==> src/rtl/serial_sub_nbit.sv <==
// Bit-serial N-bit subtractor (diff = a - b - bin), one bit per clock, LSB first.
// Optional two's-complement overflow output enabled by defining SERIAL_SUB_OVF_EN.
module serial_sub_nbit #(
    parameter int WIDTH = 4
) (
    input  logic             clk,
    input  logic             rst_n,
    input  logic             start,
    input  logic [WIDTH-1:0] a,
    input  logic [WIDTH-1:0] b,
    input  logic             bin,
    output logic             busy,
    output logic             done,
    output logic [WIDTH-1:0] diff,
`ifdef SERIAL_SUB_OVF_EN
    output logic             bout,
    output logic             ovf
`else
    output logic             bout
`endif
);

    localparam int CW = (WIDTH > 2) ? $clog2(WIDTH) : 1;

    typedef enum logic [1:0] {
        IDLE  = 2'd0,
        SHIFT = 2'd1,
        DONE  = 2'd2
    } state_t;

    state_t           state;
    logic [WIDTH-1:0] a_r;
    logic [WIDTH-1:0] b_r;
    logic [WIDTH-1:0] res_r;
    logic             br;
    logic [CW-1:0]    cnt;
    logic             d_bit;
    logic             br_next;

    // Handshake: start is a request sampled only in IDLE or DONE; done is a
    // one-cycle pulse marking diff/bout valid; busy covers the shifting window.
    always_comb begin
        d_bit   = a_r[0] ^ b_r[0] ^ br;
        br_next = (~a_r[0] & b_r[0]) | (~a_r[0] & br) | (b_r[0] & br);
    end

`ifdef SERIAL_SUB_OVF_EN
    logic a_msb;
    logic b_msb;
`endif

    // Outputs are registered from the current state, so busy/done trail the
    // state by one edge and can never overlap on a back-to-back start.
    always_ff @(posedge clk or negedge rst_n) begin
        if (!rst_n) begin
            state <= IDLE;
            a_r   <= '0;
            b_r   <= '0;
            res_r <= '0;
            br    <= 1'b0;
            cnt   <= '0;
            busy  <= 1'b0;
            done  <= 1'b0;
            diff  <= '0;
            bout  <= 1'b0;
`ifdef SERIAL_SUB_OVF_EN
            a_msb <= 1'b0;
            b_msb <= 1'b0;
            ovf   <= 1'b0;
`endif
        end else begin
            busy <= (state == SHIFT);
            done <= (state == DONE);
            case (state)
                SHIFT: begin
                    res_r <= {d_bit, res_r[WIDTH-1:1]};
                    a_r   <= {1'b0, a_r[WIDTH-1:1]};
                    b_r   <= {1'b0, b_r[WIDTH-1:1]};
                    br    <= br_next;
                    cnt   <= cnt + 1'b1;
                    if (cnt == CW'(WIDTH - 1)) state <= DONE;
                end
                default: begin
                    if (state == DONE) begin
                        diff <= res_r;
                        bout <= br;
`ifdef SERIAL_SUB_OVF_EN
                        ovf  <= (a_msb ^ b_msb) & (a_msb ^ res_r[WIDTH-1]);
`endif
                    end
                    if (start) begin
                        a_r   <= a;
                        b_r   <= b;
                        br    <= bin;
                        cnt   <= '0;
                        state <= SHIFT;
`ifdef SERIAL_SUB_OVF_EN
                        a_msb <= a[WIDTH-1];
                        b_msb <= b[WIDTH-1];
`endif
                    end else begin
                        state <= IDLE;
                    end
                end
            endcase
        end
    end

endmodule

==> config.mk <==
export PLATFORM = sky130hd
export DESIGN_NAME = serial_sub_nbit
export DESIGN_NICKNAME = d
export VERILOG_FILES = /design/src/rtl/serial_sub_nbit.sv
export SDC_FILE = /design/constraint.sdc
export NUM_CORES = 1
export LEC_CHECK = 0
export CAP_MARGIN = 40
export CORE_AREA = 2 2 51 53
export CTS_CLUSTER_SIZE = 12
export DETAILED_ROUTE_END_ITERATION = 12
export DIE_AREA = 0 0 53 55
export GPL_ROUTABILITY_DRIVEN = 0
export PLACE_DENSITY = 0.68
export SYNTH_ARGS = -nofsm -noshare
export SYNTH_HDL_FRONTEND = slang
export SYNTH_SLANG_ARGS = --single-unit
==> constraint.sdc <==
create_clock -name clk -period 2.8 [get_ports clk]
set_clock_uncertainty 0.15 [all_clocks]
set_input_delay 0.56 -clock clk [delete_from_list [all_inputs] [get_ports clk]]
set_output_delay 0.56 -clock clk [all_outputs]
set_load 0.005 [all_outputs]
==> results of run 1 <==
[kinds of logic after synthesis]
logic type | synth area share, %
compound gates | 4.433
fa+ha+maj | 3.202
simple gates | 7.512
mux | 20.20
buf+inv | 5.541
flops | 59.11
[final timing paths]
check / cells past startpoint / end / startpoint / slack (ns)
worst max-delay path: 1 / diff[1] / diff[1] / 0.91
worst min-delay path: 2 / b_r[1] / b_r[2] / 0.35
worst max register to register: 3 / res_r[3] / state[1] / 1.18
worst min register to register: 2 / b_r[1] / b_r[2] / 0.35
max in group asynchronous: 2 / b_r[1] / rst_n / 1.82
min in group asynchronous: 2 / busy / rst_n / 0.45
[Yosys cell counts, drive strengths merged]
cell type   n
mux2i      10
dfrtp      24
fa          1
nor2b       1
nor2        4
mux2        8
inv         3
nand2       9
buf         4
ha          1
nand2b      2
and2        1
o21ai       9
clkbuf      1
[layout make-up]
class,instances,share of cell area (%)
clock buffers,4,2.926
inverters,3,0.9082
multi-input cells,46,28.96
flip-flops and latches,24,48.44
well taps,30,3.027
repair buffers,20,15.74
[registers in the layout, indices dropped and copies added, names as in the netlist]
register  cells
a_r           4
cnt           2
br            1
busy          1
b_r           4
diff          4
bout          1
done          1
state         2
res_r         4
[routing by layer]
| layer | routed length [µm] | GRT usage (%) | up-vias | part of all wire (%) |
|---|---|---|---|---|
| met5 | 0 | 0 | - | 0 |
| li1 | - | - | 293 | - |
| met4 | 12 | 5.128 | 0 | 0.81 |
| met1 | 682 | 14.48 | 292 | 46 |
| met3 | 72 | 3.226 | 2 | 4.9 |
| met2 | 717 | 22.08 | 18 | 48 |
[through the flow]
step,instances,total power [µW]
after floorplan,78,909.6
after global placement,123,1017
after detailed placement,123,1047
after CTS,127,1226
after global routing,127,1308
final,127,1201
[where the power goes]
| group | total [µW] | switching, µW | internal [µW] | leakage [µW] |
|---|---|---|---|---|
| combinational | 445 | 189 | 256 | 0.000270 |
| sequential | 578 | 80.1 | 498 | 0.000300 |
| clock | 177 | 98.1 | 79.3 | 0.0000210 |
==> flow_metrics.py, run 1 <==
metrics = {
    "layout": {
        "layout_commonest_cell": "dfrtp_1",
        "fillers": 218,
        "drive_gt1_share_pct": 12.37,
        "fin_util_pct": 52.43,
        "areaGrowthSynthToFinish_pct": 22.04,
        "final_area_um2": 1240,
        "multi_input_area_um2": 359.1,
        "layout_common_cells": "dfrtp_1 (24), clkdlybuf4s50_1 (18), mux2i_1 (10), nand2_1 (9), o21ai_1 (8)",
        "final_nets": 112,
        "antennaDiodeCount": 0,
        "layout.area.seq_um2": 600.6,
    },
    "worst_setup_path": {
        "crit_fanout": 2,
        "critical-path-top-delay-family": "buffers and inverters",
        "crit_type": "reg2out",
        "endpoint_kind": "output pin",
        "crit_buf_inv": 1,
        "cpPeakStageDelay_ns": 0.50,
        "critical_path_required_ns": 2.09,
        "cp_slowest_cell": "clkdlybuf4s50_1",
        "setup.worst_path.start_class": "flop",
        "cp_cell_sequence": "clkdlybuf4s50_1",
        "worstPathArrival_ns": 1.18,
    },
    "logic_synthesis": {
        "syn_avg_cell_area_um2": 13.03,
        "ys_types": 18,
        "yosysSeqAreaShare_pct": 59.11,
        "ys_ff_latch": 24,
        "syn_nets": 92,
        "yosys.area.top_type": "dfrtp_1",
        "synth_area_leaders": "dfrtp_1 (59%), mux2i_1 (9.9%), mux2_4 (5.9%)",
        "synth_top_area_share_pct": 59.11,
        "syn_inst": 78,
        "synth_area_um2": 1016,
        "yosys_warnings": 0,
    },
    "clock_network": {
        "postCtsHoldBufs": 0,
        "cts_root_buffer": "clkbuf_4",
        "htree_levels": 1,
        "clk_latency_ns": 0.31,
        "cts_max_path_buffers": 2,
        "cts_setup_buffers": 0,
        "cts-resized-gates": 0,
        "cts_buffers": 3,
        "cts_tree": "done",
        "cts.sinks": 24,
        "clk_pin_slew_ns": 0.13,
    },
    "floorplan": {
        "initial_core_util_pct": 42.96,
        "die_area_um2": 2915,
        "io_pins": 19,
        "fp.dieH_um": 55,
        "rows": 18,
        "core_um2": 2365,
        "die_x_um": 53,
    },
    "placement": {
        "port_buffers": 18,
        "placed_cell_area_um2": 1204,
        "dp_hpwl_um": 1076,
        "place_ws_ns": 0.7155,
    },
    "timing": {
        "setup_viol": 0,
        "timing.slew.headroom_pct": 58.15,
        "fmax_ghz": 0.5278,
        "fin_hold_ws_ns": 0.3541,
        "hold_viol": 0,
        "fin_crit_sh_pct": 67.67,
        "worst_slew_pin_slew_ns": 0.6250,
        "slew_violations": 0,
        "rsz0062_at_grt": "no",
        "period_minus_slack_ns": 1.895,
        "fin_setup_tns_ns": 0,
        "setup_slack_ns": 0.9053,
    },
    "pwr": {
        "power.density_nw_per_um2": 968.3,
        "p_leak_uw": 0.0005910,
        "ir_drop_mv": 0.5304,
    },
    "detailed_routing": {
        "drtPass1Iterations": 4,
        "ant_nets": 0,
        "drt_drc_violations_left": 0,
        "wl_per_cell_um": 11.68,
        "viasPerCell": 4.764,
        "wl_um": 1483,
        "drtIter0Drc": 4,
        "vias": 605,
    },
    "flow_run": {
        "maxCapViolations": 0,
    },
    "grt": {
        "overflow": 0,
        "grt_max_degree": 25,
        "grt_antenna_before_repair": 0,
        "grt_pass1_wl_um": 2594,
        "grt_use_total_pct": 12.49,
        "grt_pass1_vias": 614,
    },
    "status": {
        "outcome": "finished clean",
    },
    "hold_path": {
        "hold_path_class": "reg2reg",
    },
}
Power figures use the tool's default switching activity.
==> run 2, diff against run 1 <==
- PLACE_DENSITY: 0.68 -> 0.71
- clock period: 2.8 -> 1.7 ns (I/O delays scaled with it)
==> run 2 against run 1 <==
Cell area grew 6.8%. Clock power grew 130%. Via count grew 3.5%. Critical endpoint is now br. Total power grew 77%. Register-to-register slack lost 0.86 ns. Combinational power grew 74%. First-iteration DRC count is the same. Utilization grew 3.5 points. Die area is the same. Routed wire length shrank 0.34%. Critical path type is now reg2reg. Flip-flop and latch count is the same.
==> flow_metrics.py, run 2 (synthesized netlist as in run 1, its figures left out) <==
metrics = {
    "layout": {
        "layout_common_cells": "dfrtp_1 (24), clkdlybuf4s50_1 (11), mux2i_1 (10), nand2_1 (9), o21ai_1 (8)",
        "areaGrowthSynthToFinish_pct": 30.30,
        "drive_gt1_share_pct": 16.67,
        "final_cells": 132,
        "final_nets": 117,
        "layout_commonest_cell": "dfrtp_1",
        "multi_input_area_um2": 359.1,
        "fillers": 210,
        "layout.area.seq_um2": 600.6,
        "antennaDiodeCount": 0,
    },
    "hold_path": {
        "hold_path_class": "in2async",
    },
    "detailed_routing": {
        "wl_um": 1478,
        "vias": 626,
        "drtPass1Iterations": 3,
        "wl_per_cell_um": 11.20,
        "ant_nets": 0,
        "drtIter0Drc": 4,
        "viasPerCell": 4.742,
        "drt_drc_violations_left": 0,
    },
    "placement": {
        "dp_hpwl_um": 1090,
        "port_buffers": 18,
        "place_inst": 124,
    },
    "pwr": {
        "ir_drop_mv": 0.8811,
        "power.density_nw_per_um2": 1604,
        "p_leak_uw": 0.0007132,
    },
    "worst_setup_path": {
        "crit_type": "reg2reg",
        "reg2reg_slack_ns": 0.32,
        "crit_fanout": 19,
        "critical-path-top-delay-family": "flip-flops",
        "reg2regPathDepth": 4,
        "crit_buf_inv": 1,
        "path_depth": 4,
        "r2r-end": "br",
        "r2r_start": "state[1]",
        "cp_slowest_cell": "dfrtp_1",
        "worstPathArrival_ns": 1.47,
        "setup.worst_path.start_class": "flop",
        "cpPeakStageDelay_ns": 0.41,
        "cp_cell_sequence": "nor2b_2, buf_4, nand2_1, o21ai_1",
        "critical_path_required_ns": 1.79,
        "endpoint_kind": "flop",
    },
    "floorplan": {
        "io_pins": 19,
        "fp.dieH_um": 55,
        "die_area_um2": 2915,
        "die_x_um": 53,
        "core_um2": 2365,
        "initial_core_util_pct": 42.96,
        "rows": 18,
    },
    "clock_network": {
        "clk_pin_slew_ns": 0.13,
        "cts_tree": "done",
        "cts_root_buffer": "clkbuf_4",
        "clk_latency_ns": 0.31,
        "cts.sinks": 24,
        "postCtsHoldBufs": 0,
        "cts_buffers": 3,
        "htree_levels": 1,
        "cts_max_path_buffers": 2,
    },
    "status": {
        "outcome": "finished clean",
    },
    "grt": {
        "grt_pass1_vias": 650,
        "grt_antenna_before_repair": 0,
        "grt_use_total_pct": 13.19,
        "grt_max_degree": 25,
        "overflow": 0,
        "grt_pass1_wl_um": 2787,
    },
    "timing": {
        "setup_viol": 0,
        "fmax_ghz": 0.7227,
        "fin_crit_sh_pct": 81.39,
        "period_minus_slack_ns": 1.384,
        "worst_slew_pin_slew_ns": 0.3564,
        "rsz0062_at_grt": "no",
        "timing.slew.headroom_pct": 76.13,
        "slew_violations": 0,
        "hold_viol": 0,
        "fin_setup_tns_ns": 0,
    },
    "flow_run": {
        "maxCapViolations": 0,
    },
}
[run 2: through the flow]
step | cell area (µm²) | hold WS [ns] | utilization, % | power [µW] | worst slack, ns
finish | 1324 | 0.2215 | 55.98 | 2123 | 0.3164
detailed placement | 1224 | 0.3303 | 51.75 | 1722 | 0.1299
global route | 1324 | 0.2285 | 55.98 | 2329 | 0.1387
floorplan | 1016 | -0.1056 | - | 1498 | 0.4831
global placement | 1224 | 0.3136 | 51.75 | 1683 | 0.1594
CTS | 1291 | 0.2137 | 54.60 | 2166 | 0.005769
[run 2: timing repair]
action / 4_1_cts / 5_1_grt
endpoints found under the setup margin: 2 / 7
buffers inserted: 2 / 2
resized for setup: 0 / 7
[run 2: final cells by class]
cell class / instances / share of cell area (%)
clock inverters: 1 / 2.268
flip-flops and latches: 24 / 45.37
well taps: 30 / 2.836
repair buffers: 25 / 19.85
inverters: 3 / 0.8507
clock buffers: 3 / 1.701
multi-input cells: 46 / 27.13
[run 2: worst register-to-register path, cell delays in order (launching register included)]
cell and delay, ns:
dfrtp_1 0.41, nor2b_2 0.32, buf_4 0.29, nand2_1 0.07
o21ai_1 0.07
[run 2: how the worst max path moves through the flow]
stage / from / end / slack (ns)
6_report: state[1] / br / 0.32
5_1_grt: state[1] / b_r[1] / 0.14
4_1_cts: diff[3] / diff[3] / 0.006
3_5_place_dp: start / br / 0.13
3_3_place_gp: start / br / 0.16
2_1_floorplan: a_r[0] / res_r[3] / 0.48
[run 2: power breakdown]
part | total, µW | switching [µW] | internal (µW)
Sequential | 945 | 126 | 820
Clock | 403 | 164 | 238
Combinational | 775 | 321 | 454
Total | 2120 | 611 | 1510
[run 2: routing by layer]
metal  GRT usage [%]  routed length, µm  up-vias
met5               0                  0        -
met4           3.846                  0        0
met3           3.763                 97        0
met2           23.96                785       16
met1           15.20                595      305
li1                -                  -      305
==> run 3, diff against run 2 <==
- PLACE_DENSITY: 0.71 -> 0.68
- clock period: 1.7 -> 1.3 ns (I/O delays scaled with it)
==> run 3 against run 2 <==
Utilization rose by 3.3 points. Maximum frequency grew 8.8%. First-iteration DRC count up 25%. Flip-flop and latch count stayed put. Critical path type unchanged.
==> flow_metrics.py, run 3 (synthesized netlist as in run 1, its figures left out) <==
metrics = {
    "detailed_routing": {
        "ant_nets": 0,
        "wl_per_cell_um": 11.39,
        "wl_um": 1640,
        "drt_drc_violations_left": 0,
        "drtIter0Drc": 5,
        "drtPass1Iterations": 4,
        "viasPerCell": 4.660,
        "vias": 671,
    },
    "layout": {
        "final_area_um2": 1403,
        "layout_common_cells": "dfrtp_1 (24), buf_4 (15), clkdlybuf4s50_1 (11), mux2i_1 (10), nand2_1 (9)",
        "fillers": 208,
        "areaGrowthSynthToFinish_pct": 38.05,
        "drive_gt1_share_pct": 35.09,
        "layout_commonest_cell": "dfrtp_1",
        "layout.area.seq_um2": 600.6,
        "antennaDiodeCount": 0,
        "final_nets": 129,
        "multi_input_area_um2": 385.4,
        "fin_util_pct": 59.31,
    },
    "grt": {
        "overflow": 0,
        "grt_max_degree": 25,
        "grt_pass1_wl_um": 2718,
        "grt_use_total_pct": 13.22,
        "grt_pass1_vias": 654,
        "grt_antenna_before_repair": 0,
    },
    "clock_network": {
        "cts_max_path_buffers": 2,
        "htree_levels": 1,
        "cts_buffers": 3,
        "cts.sinks": 24,
        "clk_latency_ns": 0.31,
        "clk_pin_slew_ns": 0.14,
        "cts_root_buffer": "clkbuf_4",
        "cts_tree": "done",
    },
    "timing": {
        "period_minus_slack_ns": 1.272,
        "fmax_ghz": 0.7862,
        "slew_violations": 0,
        "timing.slew.headroom_pct": 83.61,
        "hold_viol": 0,
        "fin_setup_tns_ns": 0,
        "setup_viol": 0,
        "fin_hold_ws_ns": 0.1240,
        "worst_slew_pin_slew_ns": 0.2450,
        "fin_crit_sh_pct": 97.84,
        "rsz0062_at_grt": "yes",
    },
    "pwr": {
        "power.density_nw_per_um2": 2224,
        "p_leak_uw": 0.0007188,
        "p_total_uw": 3120,
        "ir_drop_mv": 1.130,
    },
    "placement": {
        "dp_hpwl_um": 1104,
        "placed_cell_area_um2": 1261,
        "port_buffers": 18,
    },
    "floorplan": {
        "initial_core_util_pct": 42.96,
        "io_pins": 19,
        "core_um2": 2365,
        "die_x_um": 53,
        "die_area_um2": 2915,
        "fp.dieH_um": 55,
        "rows": 18,
    },
    "worst_setup_path": {
        "endpoint_kind": "flop",
        "setup.worst_path.start_class": "flop",
        "crit_fanout": 7,
        "reg2regPathDepth": 4,
        "crit_type": "reg2reg",
        "worstPathArrival_ns": 1.34,
        "critical_path_required_ns": 1.37,
    },
    "status": {
        "outcome": "finished clean",
    },
    "hold_path": {
        "hold_path_class": "in2async",
    },
    "flow_run": {
        "maxCapViolations": 0,
    },
}
run 3: changes by cell type in the layout (fill, tap and decap cells not counted), sizes merged:
cell and delta:
buf +19, dlymetal6s2s -7
run 3: final cells by class:
type / count / area share [%]
Sequential cell: 24 / 42.82
Multi-Input combinational cell: 46 / 27.48
Timing Repair Buffer: 37 / 22.48
Tap cell: 30 / 2.676
Clock inverter: 1 / 2.141
Clock buffer: 3 / 1.606
Inverter: 3 / 0.8029
run 3: routing by layer:
metal,global-route usage (%),wire (µm),share of wire [%]
met1,13.89,668,41
met2,25.42,883,54
met3,3.226,87,5.3
met4,5.128,0,0
met5,0,0,0
run 3: what timing repair did:
item | 4_1_cts | 5_1_grt
gates resized for setup | 29 | 10
pin swaps | 0 | 1
setup endpoints to repair | 11 | 18
setup buffers | 5 | 6
hold buffers | 0 | 0
run 3: power breakdown:
group | total (µW) | internal [µW] | leakage [µW] | switching [µW]
Sequential | 1250 | 1070 | 0.000300 | 175
Combinational | 1340 | 835 | 0.000391 | 501
Clock | 536 | 312 | 0.0000279 | 225
run 3: critical path, cell delays in order, from the launching register on:
cell     delay [ns]
dfrtp_1        0.41
nor2b_2        0.17
buf_6          0.16
nor2_4         0.04
mux2_4         0.26
run 3: final timing paths:
check | start | end | slack (ns)
min in group clk | res_r[3] | res_r[2] | 0.36
max | state[1] | cnt[0] | 0.03
min reg2reg | res_r[3] | res_r[2] | 0.36
max reg2reg | state[1] | cnt[0] | 0.03
min | rst_n | busy | 0.12
max in group asynchronous | rst_n | b_r[0] | 0.73
run 3: metrics by stage:
stage | std cells | setup slack (ns)
5_1_grt | 144 | -0.03147
3_3_place_gp | 129 | -0.1893
2_1_floorplan | 78 | 0.08314
4_1_cts | 138 | 0.001819
3_5_place_dp | 129 | -0.2320
6_report | 144 | 0.02803
==> RTL change 1 (settings of run 1) <==
Set the parameter `WIDTH` to 2 (it was 4).
--- a/src/rtl/serial_sub_nbit.sv
+++ b/src/rtl/serial_sub_nbit.sv
@@ -1,7 +1,7 @@
 // Bit-serial N-bit subtractor (diff = a - b - bin), one bit per clock, LSB first.
 // Optional two's-complement overflow output enabled by defining SERIAL_SUB_OVF_EN.
 module serial_sub_nbit #(
-    parameter int WIDTH = 4
+    parameter int WIDTH = 2
 ) (
     input  logic             clk,
     input  logic             rst_n,
Interface: changed (resized a, b and diff); port bits go from 19 to 13. The function was not compared with the original's and may differ.
==> RTL change 1 against run 1 <==
  * Register-to-register slack lost 0.02 ns
  * Sequential cell count shrank 9
  * Wire length shrank 39%
  * Synthesized area shrank 38%
  * Final area shrank 35%
  * Critical path type unchanged
  * Worst setup slack gained 0.067 ns
  * Sequential share of layout area shrank 1.9 points
  * Total power shrank 33%
==> RTL change 1: results (changes against run 1) <==
run_status:
  status: "complete, no violations"  # unchanged
worst_setup_path:
  crit_path_max_fanout: 2  # unchanged
  timing.rr.end: "a_r[0]"  # was res_r[3]
  r2r-start: "state[1]"  # unchanged
  rrSetupSlack_ns: 1.16  # was 1.18 ns
route:
  dr.pass1.iters: 3  # was 4
  routedWlPerCell_um: 10.4  # was 11.7 um
  drt_iter0_drc: 3  # was 4
  routed_via_density: 4.05  # was 4.76
  route.vias.total: 352  # was 605
placed_design:
  dpl-instance-area_um2: 779  # was 1200 um2
  io_buffers: 12  # was 18
  dp_cells: 83  # was 123
finish:
  fin_nets: 67  # was 112
  drive_above_1_share: 0.246  # was 0.124
  nFillCells: 243  # was 218
synthesis:
  synthFlopType: "dfrtp_1"  # unchanged
  synthAdderAreaFrac: 0.0316  # was 0.0320
  synth_area_leaders: "dfrtp_1, mux2_2, mux2i_1, mux2_4, fa_1"  # was dfrtp_1, mux2i_1, mux2_4, o21ai_1, nand2_1
  seq_area_frac_synth: 0.593  # was 0.591
  synthDistinctLibCells: 13  # was 18
  synth-async-reset-ratio: 1.00  # unchanged
  synth-edff-count: 0  # unchanged
  syn_area_per_cell_um2: 15.1  # was 13.0 um2
  yosys-top-cells-count: "dfrtp_1, mux2_2, mux2i_1"  # was dfrtp_1, mux2i_1, nand2_1
  muxShareOfSynthArea: 0.275  # was 0.202
  synth_xor_area_frac: 0  # unchanged
  synth_compound_area_frac: 0  # was 0.0443
  synth_nets: 51  # was 92
min_path:
  hp-start: "cnt"  # was b_r[2]
  min_path_cells: 1  # was 2
  min_to: "cnt"  # was b_r[1]
sta:
  hold_ws_ns: 0.351  # was 0.354 ns
  max_slew_margin: 0.562  # was 0.581
clock_network:
  postCtsSetupRepairBufs: 0  # unchanged
  clock_latency_ns: 0.27  # was 0.31 ns
  cts.path.max_buffers: 2  # unchanged
  cts_made_buffers: 3  # unchanged
  cts.clk_slew.worst_paths_ns: 0.08  # was 0.13 ns
global_route:
  grt_usage: 0.0816  # was 0.125
  grt_max_degree: 16  # was 25
  grt_pass1_vias: 395  # was 614
  grt_first_pass_wirelength_um: 1600  # was 2590 um
power:
  p_leak_nw: 0.371  # was 0.591 nW
  max-vdd-ir-drop_mv: 0.357  # was 0.530 mV
==> RTL change 1: per-stage QoR <==
step	utilization	setup slack (ns)	total power, W
2_1_floorplan	-	1.32	0.000585
3_3_place_gp	0.330	0.711	0.000695
3_5_place_dp	0.330	0.701	0.000709
4_1_cts	0.341	0.945	0.000829
5_1_grt	0.341	0.907	0.000888
6_report	0.341	0.972	0.000810
==> RTL change 1: worst max-delay path by stage <==
stage,start,endpoint,slack (ns),cells past startpoint
2_1_floorplan,start,a_r[0],1.32,3
3_3_place_gp,start,br,0.71,3
3_5_place_dp,start,b_r[0],0.70,3
4_1_cts,diff[1],diff[1],0.95,1
5_1_grt,bout,bout,0.91,1
6_report,diff[1],diff[1],0.97,1
==> RTL change 1: final cells by class <==
| class | instances | area share |
|---|---|---|
| Clock buffer | 4 | 0.0326 |
| Inverter | 3 | 0.0140 |
| Tap cell | 30 | 0.0466 |
| Sequential cell | 15 | 0.466 |
| Timing Repair Buffer | 13 | 0.158 |
| Multi-Input combinational cell | 22 | 0.283 |
==> RTL change 1: cell families after synthesis <==
| group | after synthesis |
|---|---|
| adders and majority gates | 1 |
| buffers and inverters | 5 |
| DFF | 15 |
| muxes | 15 |
| and+or+nand+nor | 6 |
==> RTL change 1: layer usage <==
layer / vias up / GRT usage / routed length (um)
li1: 168 / - / -
met1: 173 / 0.0808 / 390
met2: 9 / 0.133 / 437
met3: 2 / 0.0376 / 67
met4: 0 / 0.0641 / 12
met5: - / 0 / 0
==> RTL change 1: power breakdown <==
group / internal, W / switching, W / total [W]
Combinational: 0.000208 / 0.000114 / 0.000322
Sequential: 0.000320 / 0.0000518 / 0.000372
Clock: 0.0000551 / 0.0000608 / 0.000116
Total: 0.000583 / 0.000227 / 0.000810
==> RTL change 2 (flow settings as in run 1) <==
Made on the original files. Remove the register `busy`: a continuous assignment takes its place, so the output `busy` follows one clock earlier. Comments in the files are not updated.
--- a/src/rtl/serial_sub_nbit.sv
+++ b/src/rtl/serial_sub_nbit.sv
@@ -59,7 +59,6 @@
             res_r <= '0;
             br    <= 1'b0;
             cnt   <= '0;
-            busy  <= 1'b0;
             done  <= 1'b0;
             diff  <= '0;
             bout  <= 1'b0;
@@ -69,7 +68,6 @@
             ovf   <= 1'b0;
 `endif
         end else begin
-            busy <= (state == SHIFT);
             done <= (state == DONE);
             case (state)
                 SHIFT: begin
@@ -106,5 +104,7 @@
         end
     end
 
+    assign busy = (state == SHIFT);
+
 endmodule
 
Formal check against the unedited RTL: not equivalent (Yosys sat finds a counterexample within 4 cycles, from zero or initial values and one cycle with rst_n low).
==> RTL change 2 against run 1 <==
  * Worst setup slack worse by 0.19 ns
  * First-iteration DRC count did not move
  * Final area is 2.8% lower
  * Global-route usage grew 0.28 points
  * Utilization down 1.5 points
  * Total power is 4.2% lower
  * Fmax shrank 9.1%
  * Sequential cell count is 1 lower
  * Wire length is 2.0% lower
  * Synthesized area is 2.5% lower
  * Final cell count fell by 0.79%
  * Non-clock buffer count unchanged
==> RTL change 2: results (changes against run 1) <==
synthesis:
  synth_compound_area_frac: 0.0455  # was 0.0443
  netlist_instances: 77  # was 78
  yosysWarnings: 0  # unchanged
  synth_xor_area_frac: 0  # unchanged
  muxShareOfSynthArea: 0.207  # was 0.202
  synth_area_leaders: "dfrtp_1, mux2i_1, mux2_4, o21ai_1, nand2_1"  # unchanged
  seq_area_frac_synth: 0.581  # was 0.591
  yosys-top-cells-count: "dfrtp_1, mux2i_1, nand2_1"  # unchanged
  synth_nets: 91  # was 92
  synthAdderAreaFrac: 0.0328  # was 0.0320
finish:
  stdcell_area_um2: 1200  # was 1240 um2
  fin_nets: 111  # was 112
  antenna-diode-count: 0  # unchanged
  layoutNonFillerInstCount: 126  # was 127
  drive_above_1_share: 0.115  # was 0.124
global_route:
  use_met3: 0.0618  # was 0.0323
  use_met1: 0.133  # was 0.145
  grt_max_degree: 26  # was 25
  grt_antenna_before_repair: 0  # unchanged
  grt_usage: 0.128  # was 0.125
  met2_usage: 0.229  # was 0.221
  grt_first_pass_wirelength_um: 2570  # was 2590 um
  grt_pass1_vias: 604  # was 614
clock_network:
  clock_latency_ns: 0.30
  postCtsSetupRepairBufs: 0  # unchanged
  cts_made_buffers: 3  # unchanged
  cts.path.max_buffers: 2  # unchanged
  cts-root-buf: "clkbuf_4"  # unchanged
  cts.clk_slew.worst_paths_ns: 0.11  # was 0.13 ns
worst_setup_path:
  crit_slowest_cell: "clkdlybuf4s50_1"  # unchanged
  max_stage_delay_ns: 0.52  # was 0.50 ns
  arrival_ns: 1.37  # was 1.18 ns
  r2r_cells: 4  # was 3
power:
  switching_share: 0.313  # was 0.306
  power.share.combinational: 0.387  # was 0.371
  max-vdd-ir-drop_mv: 0.457  # was 0.530 mV
  p_leak_nw: 0.574  # was 0.591 nW
  seq_power_share: 0.485  # was 0.481
  powerSeq_w: 0.000557  # was 0.000578 W
route:
  wl_met3_um: 122  # was 72 um
  dr.pass1.iters: 3  # was 4
  drt-met1-wl_um: 630  # was 682 um
  route.vias.total: 593  # was 605
  wl_met2_um: 701  # was 717 um
  routed.top_layer: "met3"  # was met4
  routedWlPerCell_um: 11.5  # was 11.7 um
run_status:
  status: "complete, no violations"  # unchanged
placed_design:
  dpl-instance-area_um2: 1180  # was 1200 um2
  dp_hpwl_um: 1040  # was 1080 um
  dp_cells: 122  # was 123
  dp_worst_setup_slack_ns: 0.714  # was 0.716 ns
sta:
  worst_slew_pin_slew_ns: 0.577  # was 0.625 ns
## RTL change 2: cell types whose count changed in the layout (fill, tap and decap cells not counted)
cell,delta
clkbuf_8,-1
clkbuf_1,+1
dfrtp_1,-1
## RTL change 2: final timing paths
path / from / endpoint / slack [ns]
setup / recovery: state[1] / busy / 0.72
hold / removal: diff[3] / diff[3] / 0.34
setup reg to reg: state[1] / cnt[0] / 1.36
hold reg to reg: diff[3] / diff[3] / 0.34
max in group asynchronous: rst_n / b_r[1] / 1.84
min in group asynchronous: rst_n / diff[3] / 0.44
## RTL change 2: final cells by class
cell class	instances	area (um2)
clock buffers	4	26.3
flip-flops and latches	23	576
fillers	231	1160
multi-input cells	46	359
inverters	3	11.3
repair buffers	20	195
well taps	30	37.5
## RTL change 2: worst max-delay path: cells and delay by family, from the launching register on
kind,cells,cell delay [ns]
buffers and inverters,1,0.52
flip-flops,1,0.41
AND/OR/NAND/NOR,1,0.14
